[src/rtl/i8254_bus_ctrl.sv]
`default_nettype none
// ============================================================================
//  Module   : i8254_bus_ctrl
//  Purpose  : Bus interface and control-word stage of an 8254 timer.
//             Decodes CS/RD/WR/A1/A0, holds per-counter control words,
//             assembles LSB/MSB byte writes into 16-bit load strobes and
//             returns latched or live counts on the read data bus.
//  Ports    : clk, reset           - clock, synchronous active-high reset
//             data_in/data_out/oe  - CPU data bus (data_out registered)
//             A0, A1, RD, WR, CS   - bus control, strobes active low
//             count_in             - live counts {cnt2,cnt1,cnt0}
//             ctrl_mode, ctrl_bcd  - programmed mode / BCD per counter
//             ctrl_wr              - pulse on control-word write
//             load_strobe/value    - pulse + initial count for a counter
//  Revision : 1.0  initial release
// ============================================================================
module i8254_bus_ctrl #(
    parameter int NCNT = 3
) (
    input  logic               clk,
    input  logic               reset,
    input  logic [7:0]         data_in,
    output logic [7:0]         data_out,
    output logic               data_oe,
    input  logic               A0,
    input  logic               A1,
    input  logic               RD,
    input  logic               WR,
    input  logic               CS,
    input  logic [16*NCNT-1:0] count_in,
    output logic [3*NCNT-1:0]  ctrl_mode,
    output logic [NCNT-1:0]    ctrl_bcd,
    output logic [NCNT-1:0]    ctrl_wr,
    output logic [NCNT-1:0]    load_strobe,
    output logic [15:0]        load_value
);

    localparam logic [1:0] c_addr_ctrl = 2'b11;
    localparam logic [1:0] c_rw_latch  = 2'b00;
    localparam logic [1:0] c_rw_lsb    = 2'b01;
    localparam logic [1:0] c_rw_msb    = 2'b10;
    localparam logic [1:0] c_rw_both   = 2'b11;

    // Per-counter state
    logic [1:0]  r_rw       [NCNT];
    logic [2:0]  r_mode     [NCNT];
    logic        r_bcd      [NCNT];
    logic        r_wptr     [NCNT];   // 0 = next write byte is LSB
    logic        r_rptr     [NCNT];   // 0 = next read byte is LSB
    logic        r_latched  [NCNT];
    logic [15:0] r_latch    [NCNT];
    logic [7:0]  r_lsb_hold [NCNT];

    // Bus edge tracking
    logic        r_wr_d;              // reset to 0: WR held low across reset gives no event
    logic        r_rd_act;            // previous cycle was a valid read cycle
    logic [1:0]  r_rd_addr;

    logic [1:0]  w_addr;
    logic        w_wr_evt;
    logic        w_rd_req;
    logic        w_rd_done;
    logic [7:0]  w_rd_byte;
    logic [15:0] w_src;
    logic [2:0]  w_mode_norm;

    assign w_addr    = {A1, A0};
    assign w_wr_evt  = !CS && !WR && r_wr_d;
    // A simultaneous WR suppresses the read entirely
    assign w_rd_req  = !CS && !RD && WR;
    assign w_rd_done = RD && r_rd_act;
    // Modes 110/111 are aliases of 010/011
    assign w_mode_norm = (data_in[3:2] == 2'b11) ? {1'b0, data_in[2:1]} : data_in[3:1];

    generate
        for (genvar g = 0; g < NCNT; g++) begin : g_out
            assign ctrl_mode[3*g +: 3] = r_mode[g];
            assign ctrl_bcd[g]         = r_bcd[g];
        end
    endgenerate

    // Read byte selection: latched snapshot takes priority over live count
    always_comb begin
        w_rd_byte = 8'h00;
        w_src     = 16'h0000;
        for (int n = 0; n < NCNT; n++) begin
            if (w_addr == 2'(n)) begin
                w_src = r_latched[n] ? r_latch[n] : count_in[16*n +: 16];
                case (r_rw[n])
                    c_rw_lsb:  w_rd_byte = w_src[7:0];
                    c_rw_msb:  w_rd_byte = w_src[15:8];
                    c_rw_both: w_rd_byte = r_rptr[n] ? w_src[15:8] : w_src[7:0];
                    default:   w_rd_byte = 8'h00;
                endcase
            end
        end
    end

    always_ff @(posedge clk) begin
        if (reset) begin
            r_wr_d      <= 1'b0;
            r_rd_act    <= 1'b0;
            r_rd_addr   <= 2'b00;
            data_out    <= 8'h00;
            data_oe     <= 1'b0;
            ctrl_wr     <= '0;
            load_strobe <= '0;
            load_value  <= 16'h0000;
            for (int n = 0; n < NCNT; n++) begin
                r_rw[n]       <= c_rw_latch;
                r_mode[n]     <= 3'b000;
                r_bcd[n]      <= 1'b0;
                r_wptr[n]     <= 1'b0;
                r_rptr[n]     <= 1'b0;
                r_latched[n]  <= 1'b0;
                r_latch[n]    <= 16'h0000;
                r_lsb_hold[n] <= 8'h00;
            end
        end else begin
            r_wr_d      <= WR;
            r_rd_act    <= w_rd_req;
            r_rd_addr   <= w_addr;
            ctrl_wr     <= '0;
            load_strobe <= '0;

            if (w_rd_req) begin
                data_out <= w_rd_byte;
                data_oe  <= 1'b1;
            end else begin
                data_oe  <= 1'b0;
            end

            // Read completion: advance pointer, drop latch after final byte
            if (w_rd_done) begin
                for (int n = 0; n < NCNT; n++) begin
                    if (r_rd_addr == 2'(n)) begin
                        case (r_rw[n])
                            c_rw_lsb, c_rw_msb: r_latched[n] <= 1'b0;
                            c_rw_both: begin
                                r_rptr[n] <= ~r_rptr[n];
                                if (r_rptr[n])
                                    r_latched[n] <= 1'b0;
                            end
                            default: ;
                        endcase
                    end
                end
            end

            // Write event; placed after read completion so a latch command
            // in the same cycle wins on latched[n]
            if (w_wr_evt) begin
                for (int n = 0; n < NCNT; n++) begin
                    if (w_addr == c_addr_ctrl) begin
                        if (data_in[7:6] == 2'(n)) begin
                            if (data_in[5:4] == c_rw_latch) begin
                                if (!r_latched[n]) begin
                                    r_latch[n]   <= count_in[16*n +: 16];
                                    r_latched[n] <= 1'b1;
                                end
                            end else begin
                                r_rw[n]      <= data_in[5:4];
                                r_mode[n]    <= w_mode_norm;
                                r_bcd[n]     <= data_in[0];
                                r_latched[n] <= 1'b0;
                                r_wptr[n]    <= 1'b0;
                                r_rptr[n]    <= 1'b0;
                                ctrl_wr[n]   <= 1'b1;
                            end
                        end
                    end else if (w_addr == 2'(n)) begin
                        case (r_rw[n])
                            c_rw_lsb: begin
                                load_value     <= {8'h00, data_in};
                                load_strobe[n] <= 1'b1;
                            end
                            c_rw_msb: begin
                                load_value     <= {data_in, 8'h00};
                                load_strobe[n] <= 1'b1;
                            end
                            c_rw_both: begin
                                if (!r_wptr[n]) begin
                                    r_lsb_hold[n] <= data_in;
                                    r_wptr[n]     <= 1'b1;
                                end else begin
                                    load_value     <= {data_in, r_lsb_hold[n]};
                                    load_strobe[n] <= 1'b1;
                                    r_wptr[n]      <= 1'b0;
                                end
                            end
                            default: ;  // unprogrammed counter ignores writes
                        endcase
                    end
                end
            end
        end
    end

endmodule
`default_nettype wire

[config.mk]
export PLATFORM = sky130hd
export DESIGN_NAME = i8254_bus_ctrl
export DESIGN_NICKNAME = d
export VERILOG_FILES = /design/src/rtl/i8254_bus_ctrl.sv
export SDC_FILE = /design/constraint.sdc
export NUM_CORES = 1
export LEC_CHECK = 0
export CAP_MARGIN = 5
export CORE_AREA = 3 3 132 134
export DETAILED_ROUTE_END_ITERATION = 10
export DIE_AREA = 0 0 135 137
export PLACE_DENSITY = 0.69
export SYNTH_ARGS = -nofsm -noshare
export SYNTH_HDL_FRONTEND = slang
export SYNTH_SLANG_ARGS = --single-unit
[constraint.sdc]
create_clock -name clk -period 4.1 [get_ports clk]
set_input_delay 0.615 -clock clk [delete_from_list [all_inputs] [get_ports clk]]
set_output_delay 0.615 -clock clk [all_outputs]
set_load 0.01 [all_outputs]
==> metrics, run 1 <==
Routed WL per cell=20.09 µm; most frequent cells after synthesis=96 x edfxtp_1, 60 x and2_1, 52 x nor2_1; Most common cell on crit path=nand2_1; Post-synth EDFFs=96; Pleak=2.979 nW; reg-to-reg startpoint=r_rw[0][2]; first-pass GRT wire length=29370 µm; cells on worst reg2reg path=7; CTS clk-pin slew, worst paths=0.05 ns; core footprint=16410 µm²; Max-slew headroom=0.2361; Layout fillers=1420; Worst-Skew Late Latency=0.42 ns; via/cell ratio=5.581; die height=137 µm; #FFs+latches synth=133; gr ovfl total=0; clock tree sinks=133; Synth async-reset ratio=0; 1st-pass router iterations=7; Finished Cell Area=8499 µm²; Final Cycle Share=0.7334; endpoints failing hold=0; Die W=135 µm; Hold Startpoint=data_out[4]; # rows=47; final net count=790; status=complete, no violations; Yosys cell types=58; CP endpoint kind=flop; Slew @ Worst Pin=1.143 ns; antenna violations before repair=0; initial cell density of the core=0.4084; final setup fails=0; top cells by area, synth=edfxtp_1 43%, dfxtp_1 11%, mux2_2 8.2%, and2_1 5.6%, a21oi_1 3.1%; RSZ-0062 raised after global routing=false; maximum root-to-sink buffer count=2; crit start category=primary input; VDD IR max=0.2781 mV; Final Max Tran Viols=0; Total Routing Usage GR=0.2080; biggest area consumer among synthesized cells=edfxtp_1; H-tree levels=4; RR Endpoint=load_value[13]; vias in the first global route=5431; WL final=19040 µm; GPL Wtd Cong=0.9053; layout cells sized above 1=0.1429; mapped cell area=6700 µm²; largest net degree at the start of global routing=49; Die Area=18500 µm²; Post-DP Area=7924 µm²; Post-CTS Resized=0; HP Class=reg -> reg; Antenna Cells=0; top-count cell post-synth=edfxtp_1; minimum clock period=3.007 ns; IO Pins=106; area grow syn2layout=26.85%; reg-to-reg slack, setup=1.56 ns; crit-path cells=clkdlybuf4s50_1, nand2_2, nor3_1, nand2_1, or3_1, nand2_1; Worst path max stage delay=0.80 ns; kind of critical path=in -> reg; # Post-CTS Setup Buffers=0; crit path max fanout=16; cells after synthesis=620; maximum clock frequency=332.6 MHz; PwrDens=378.0 nW/µm²; Synth Flop Type=edfxtp_1; hold-fix buffers at CTS=0; MaxCap Viol Count=0; Mapped Avg Cell Area=10.81 µm²; clock skew=0.007039 ns; Final HPWL DP=13450 µm; crit path DAT=3.06 ns; post-placement cell count=916; Remaining DRCs=0; Hold Path Sink=data_out[4]; I/O Buffers=105; Net Count, Synth=695; Ys Warns=0; CTS Root Buffer Type=clkbuf_16; Synth top area share=0.4303; Worst Hold Depth=2; Setup Total Neg Slack=0 ns; via count=5291; WP data required=4.15 ns; CTS Buf Count=17; slowest CP cell=clkdlybuf4s50_1; Final ANT Viol Nets=0; register area share after synthesis=0.5408; final cell count without fillers=948; CTS tree=built; 1st-iter DRT viols=552
-- per-stage QoR --
| stage | util | hold slack, ns | worst slack [ns] | power [mW] |
|---|---|---|---|---|
| finish | 0.5180 | 0.5091 | 1.093 | 3.213 |
| global route | 0.5180 | 0.5267 | 0.9811 | 3.310 |
| floorplan | - | 0.4995 | 1.493 | 1.646 |
| detailed placement | 0.4830 | 0.4952 | 0.7258 | 1.784 |
| CTS | 0.5180 | 0.5065 | 1.146 | 3.228 |
| global placement | 0.4830 | 0.4954 | 0.8381 | 1.778 |
-- power by group --
part           switching, mW  internal (mW)  leakage [nW]  total [mW]
Clock                  0.582          0.872         0.273        1.45
Sequential            0.0237           1.48          1.30        1.50
Combinational          0.131          0.128          1.41       0.259
Total                  0.737           2.48          2.98        3.21
-- layout make-up --
type	instances	area [µm²]	area share
sequential	133	3623	0.4263
multi-input combinational	438	2877	0.3384
timing repair buffer	111	1096	0.1290
clock buffer	22	505.5	0.05947
tap	220	275.3	0.03239
clock inverter	10	70.07	0.008244
inverter	14	52.55	0.006183
-- worst max path at each step --
stage	startpoint	to	slack, ns	cells after the start
4_1_cts	A1	r_latch[0][41]	1.15	6
5_1_grt	A1	r_latch[0][34]	0.98	6
2_1_floorplan	CS	r_latched[0][1]	1.49	3
6_report	A1	r_latch[0][41]	1.09	6
3_3_place_gp	CS	r_latch[0][37]	0.84	6
3_5_place_dp	A1	r_latch[0][32]	0.73	6
-- cell families after synthesis --
group | count (synthesis) | synth area share
xor+xnor | 2 | 0.002615
simple gates | 230 | 0.1800
mux | 51 | 0.08534
buf+inv | 49 | 0.03137
compound gates | 143 | 0.1374
fa+ha+maj | 12 | 0.02241
flops | 133 | 0.5408
-- cell usage in the layout (no fill, tap or decap), types with 14 or more instances in the layout --
cell	instances
and2_1	60
dfxtp_1	37
nand2_1	40
o21ai_0	34
inv_1	14
mux2_2	49
nor3_1	18
clkdlybuf4s50_1	105
a21oi_1	41
nor2_1	51
a22oi_1	24
edfxtp_1	96
clkbuf_16	18
-- sequential cells by signal, summed over array words and instances, names as in the netlist, 6 cells and up --
| signal | count |
|---|---|
| load_value | 16 |
| data_out | 8 |
| r_mode | 9 |
| r_rw | 6 |
| r_lsb_hold | 24 |
| r_latch | 48 |
-- worst max-delay path, delay by kind of cell --
| family | cells | cell delay [ns] |
|---|---|---|
| and+or+nand+nor | 5 | 1.62 |
| buffers and inverters | 1 | 0.80 |
-- per-layer routing --
metal | share of wire | GRT usage | vias up
met5 | 0 | 0 | -
met4 | 0.029 | 0.08623 | 0
met3 | 0.077 | 0.04669 | 34
met2 | 0.48 | 0.3355 | 238
met1 | 0.42 | 0.2722 | 2562
li1 | - | - | 2457
Note: power is estimated with default switching activity, not from simulation.
==> run 2: changes to the inputs <==
PLACE_DENSITY = 0.72   (was 0.69)
clock period = 2.45 ns   (was 4.1 ns; I/O delays follow)
==> metrics, run 2 (synthesis results as in run 1) <==
MaxCap Viol Count=0 (unchanged); final net count=829 (was 790); WP data required=2.59 ns (was 4.15 ns); Final Max Tran Viols=0 (unchanged); clock tree sinks=133 (unchanged); commonest non-fill, non-tap cell in the layout=clkdlybuf4s50_1 (unchanged); GPL Wtd Cong=0.9169 (was 0.9053); vias in the first global route=5631 (was 5431); minimum clock period=2.186 ns; post-placement cell count=955 (was 916); core footprint=16410 µm² (unchanged); VDD IR max=0.4967 mV (was 0.2781 mV); maximum root-to-sink buffer count=2 (unchanged); final cell count without fillers=987 (was 948); final setup fails=0 (unchanged); kind of critical path=reg -> reg (was in -> reg); Remaining DRCs=0 (unchanged); PwrDens=644.8 nW/µm² (was 378.0 nW/µm²); area grow syn2layout=32.81% (was 26.85%); Final Util=0.5424 (was 0.5180); slowest CP cell=nor3_1 (was clkdlybuf4s50_1); hold-fix buffers at CTS=0 (unchanged); HP Class=reg -> reg (unchanged); initial cell density of the core=0.4084 (unchanged); Worst-Skew Late Latency=0.43 ns (was 0.42 ns); cells on worst reg2reg path=5 (was 7); die height=137 µm (unchanged); most frequent cells in the layout=105 x clkdlybuf4s50_1, 96 x edfxtp_1, 60 x and2_1 (unchanged); Total Routing Usage GR=0.2133 (was 0.2080); Reg with most FFs=r_latch (unchanged); CTS tree=built (unchanged); IO Pins=106 (unchanged); status=complete, no violations (unchanged); via count=5550 (was 5291); endpoints failing hold=0 (unchanged); Antenna Cells=0 (unchanged); Post-CTS Resized=0 (unchanged); # Post-CTS Setup Buffers=0 (unchanged); Final HPWL DP=13890 µm (was 13450 µm); Pleak=3.209 nW (was 2.979 nW); Final Cycle Share=0.8921; CTS Buf Count=17 (unchanged); CTS clk-pin slew, worst paths=0.06 ns (was 0.05 ns); crit-path cells=ha_1, nor2b_1, mux2i_1, o22a_1, nor3_1 (was clkdlybuf4s50_1, nand2_2, nor3_1, nand2_1, or3_1, nand2_1); RSZ-0062 raised after global routing=false (unchanged); first-pass GRT wire length=30190 µm (was 29370 µm); crit path max fanout=9 (was 16); I/O Buffers=105 (unchanged); Worst Hold Depth=2 (unchanged); CP endpoint kind=flop (unchanged); WL final=19430 µm (was 19040 µm); Worst path max stage delay=0.52 ns (was 0.80 ns); maximum clock frequency=457.5 MHz; 1st-iter DRT viols=634 (was 552); H-tree levels=4 (unchanged); gr ovfl total=0 (unchanged); crit start category=flop (was primary input); Die W=135 µm (unchanged); Largest regs=r_latch x48, r_lsb_hold x24, load_value x16 (unchanged); crit path DAT=2.32 ns (was 3.06 ns); Final ANT Viol Nets=0 (unchanged); Slew @ Worst Pin=0.7943 ns (was 1.143 ns); # rows=47 (unchanged); via/cell ratio=5.623 (was 5.581); Die Area=18500 µm² (unchanged); largest net degree at the start of global routing=49 (unchanged); CTS Root Buffer Type=clkbuf_16 (unchanged); Routed WL per cell=19.68 µm (was 20.09 µm); Largest register FFs=48 (unchanged); clock skew=0.005918 ns (was 0.007039 ns); Max-slew headroom=0.4705 (was 0.2361); layout cells sized above 1=0.1799 (was 0.1429); 1st-pass router iterations=5 (was 7); antenna violations before repair=0 (unchanged)
run 2: changes by cell type in the layout (fill, tap and decap cells not counted), sizes merged:
cell / change
buf: +39
bufinv: +5
clkinv: -2
clkinvlp: -2
inv: -1
run 2: layout make-up:
class	instances	area (µm²)
clock inverters	10	177.7
multi-input cells	438	2877
inverters	14	52.55
repair buffers	150	1439
fillers	1368	7508
flip-flops and latches	133	3623
clock buffers	22	454.2
well taps	220	275.3
run 2: metrics by stage:
| stage | hold WS [ns] | worst slack (ns) | cell area, µm² | TNS, ns | total power [mW] |
|---|---|---|---|---|---|
| floorplan | 0.4957 | 0.09013 | 6700 | 0 | 2.755 |
| global placement | 0.4928 | -0.02902 | 8267 | -0.1731 | 3.020 |
| detailed placement | 0.4826 | -0.03983 | 8267 | -0.6269 | 3.029 |
| CTS | 0.4939 | 0.3449 | 8899 | 0 | 5.754 |
| global route | 0.5278 | 0.1855 | 8899 | 0 | 5.893 |
| finish | 0.5008 | 0.2643 | 8899 | 0 | 5.737 |
run 2: critical path, delay by kind of cell, from the launching register on:
family | cells | cell delay (ns)
AND/OR/NAND/NOR | 2 | 0.75
flip-flops | 1 | 0.43
adder cells (fa/ha/maj) | 1 | 0.39
AO/OA/AOI/OAI | 1 | 0.24
multiplexers | 1 | 0.09
run 2: final timing paths:
kind                                   from                end  slack [ns]
worst max-delay path             r_rw[0][3]  r_lsb_hold[0][14]        0.26
worst min-delay path            data_out[1]        data_out[1]        0.50
worst max register to register   r_rw[0][3]  r_lsb_hold[0][14]        0.26
worst min register to register  data_out[1]        data_out[1]        0.50
run 2: metal layers:
layer,track usage,vias to the layer above,share of wire
met5,0,-,0
met4,0.07335,0,0.021
met3,0.05625,37,0.094
met2,0.3482,323,0.48
met1,0.2764,2649,0.40
li1,-,2541,-
run 2: report_power, final:
group	total (mW)	internal (mW)	leakage, nW	switching [mW]
clock	2.75	1.82	0.299	0.924
sequential	2.51	2.47	1.30	0.0363
combinational	0.486	0.249	1.61	0.237
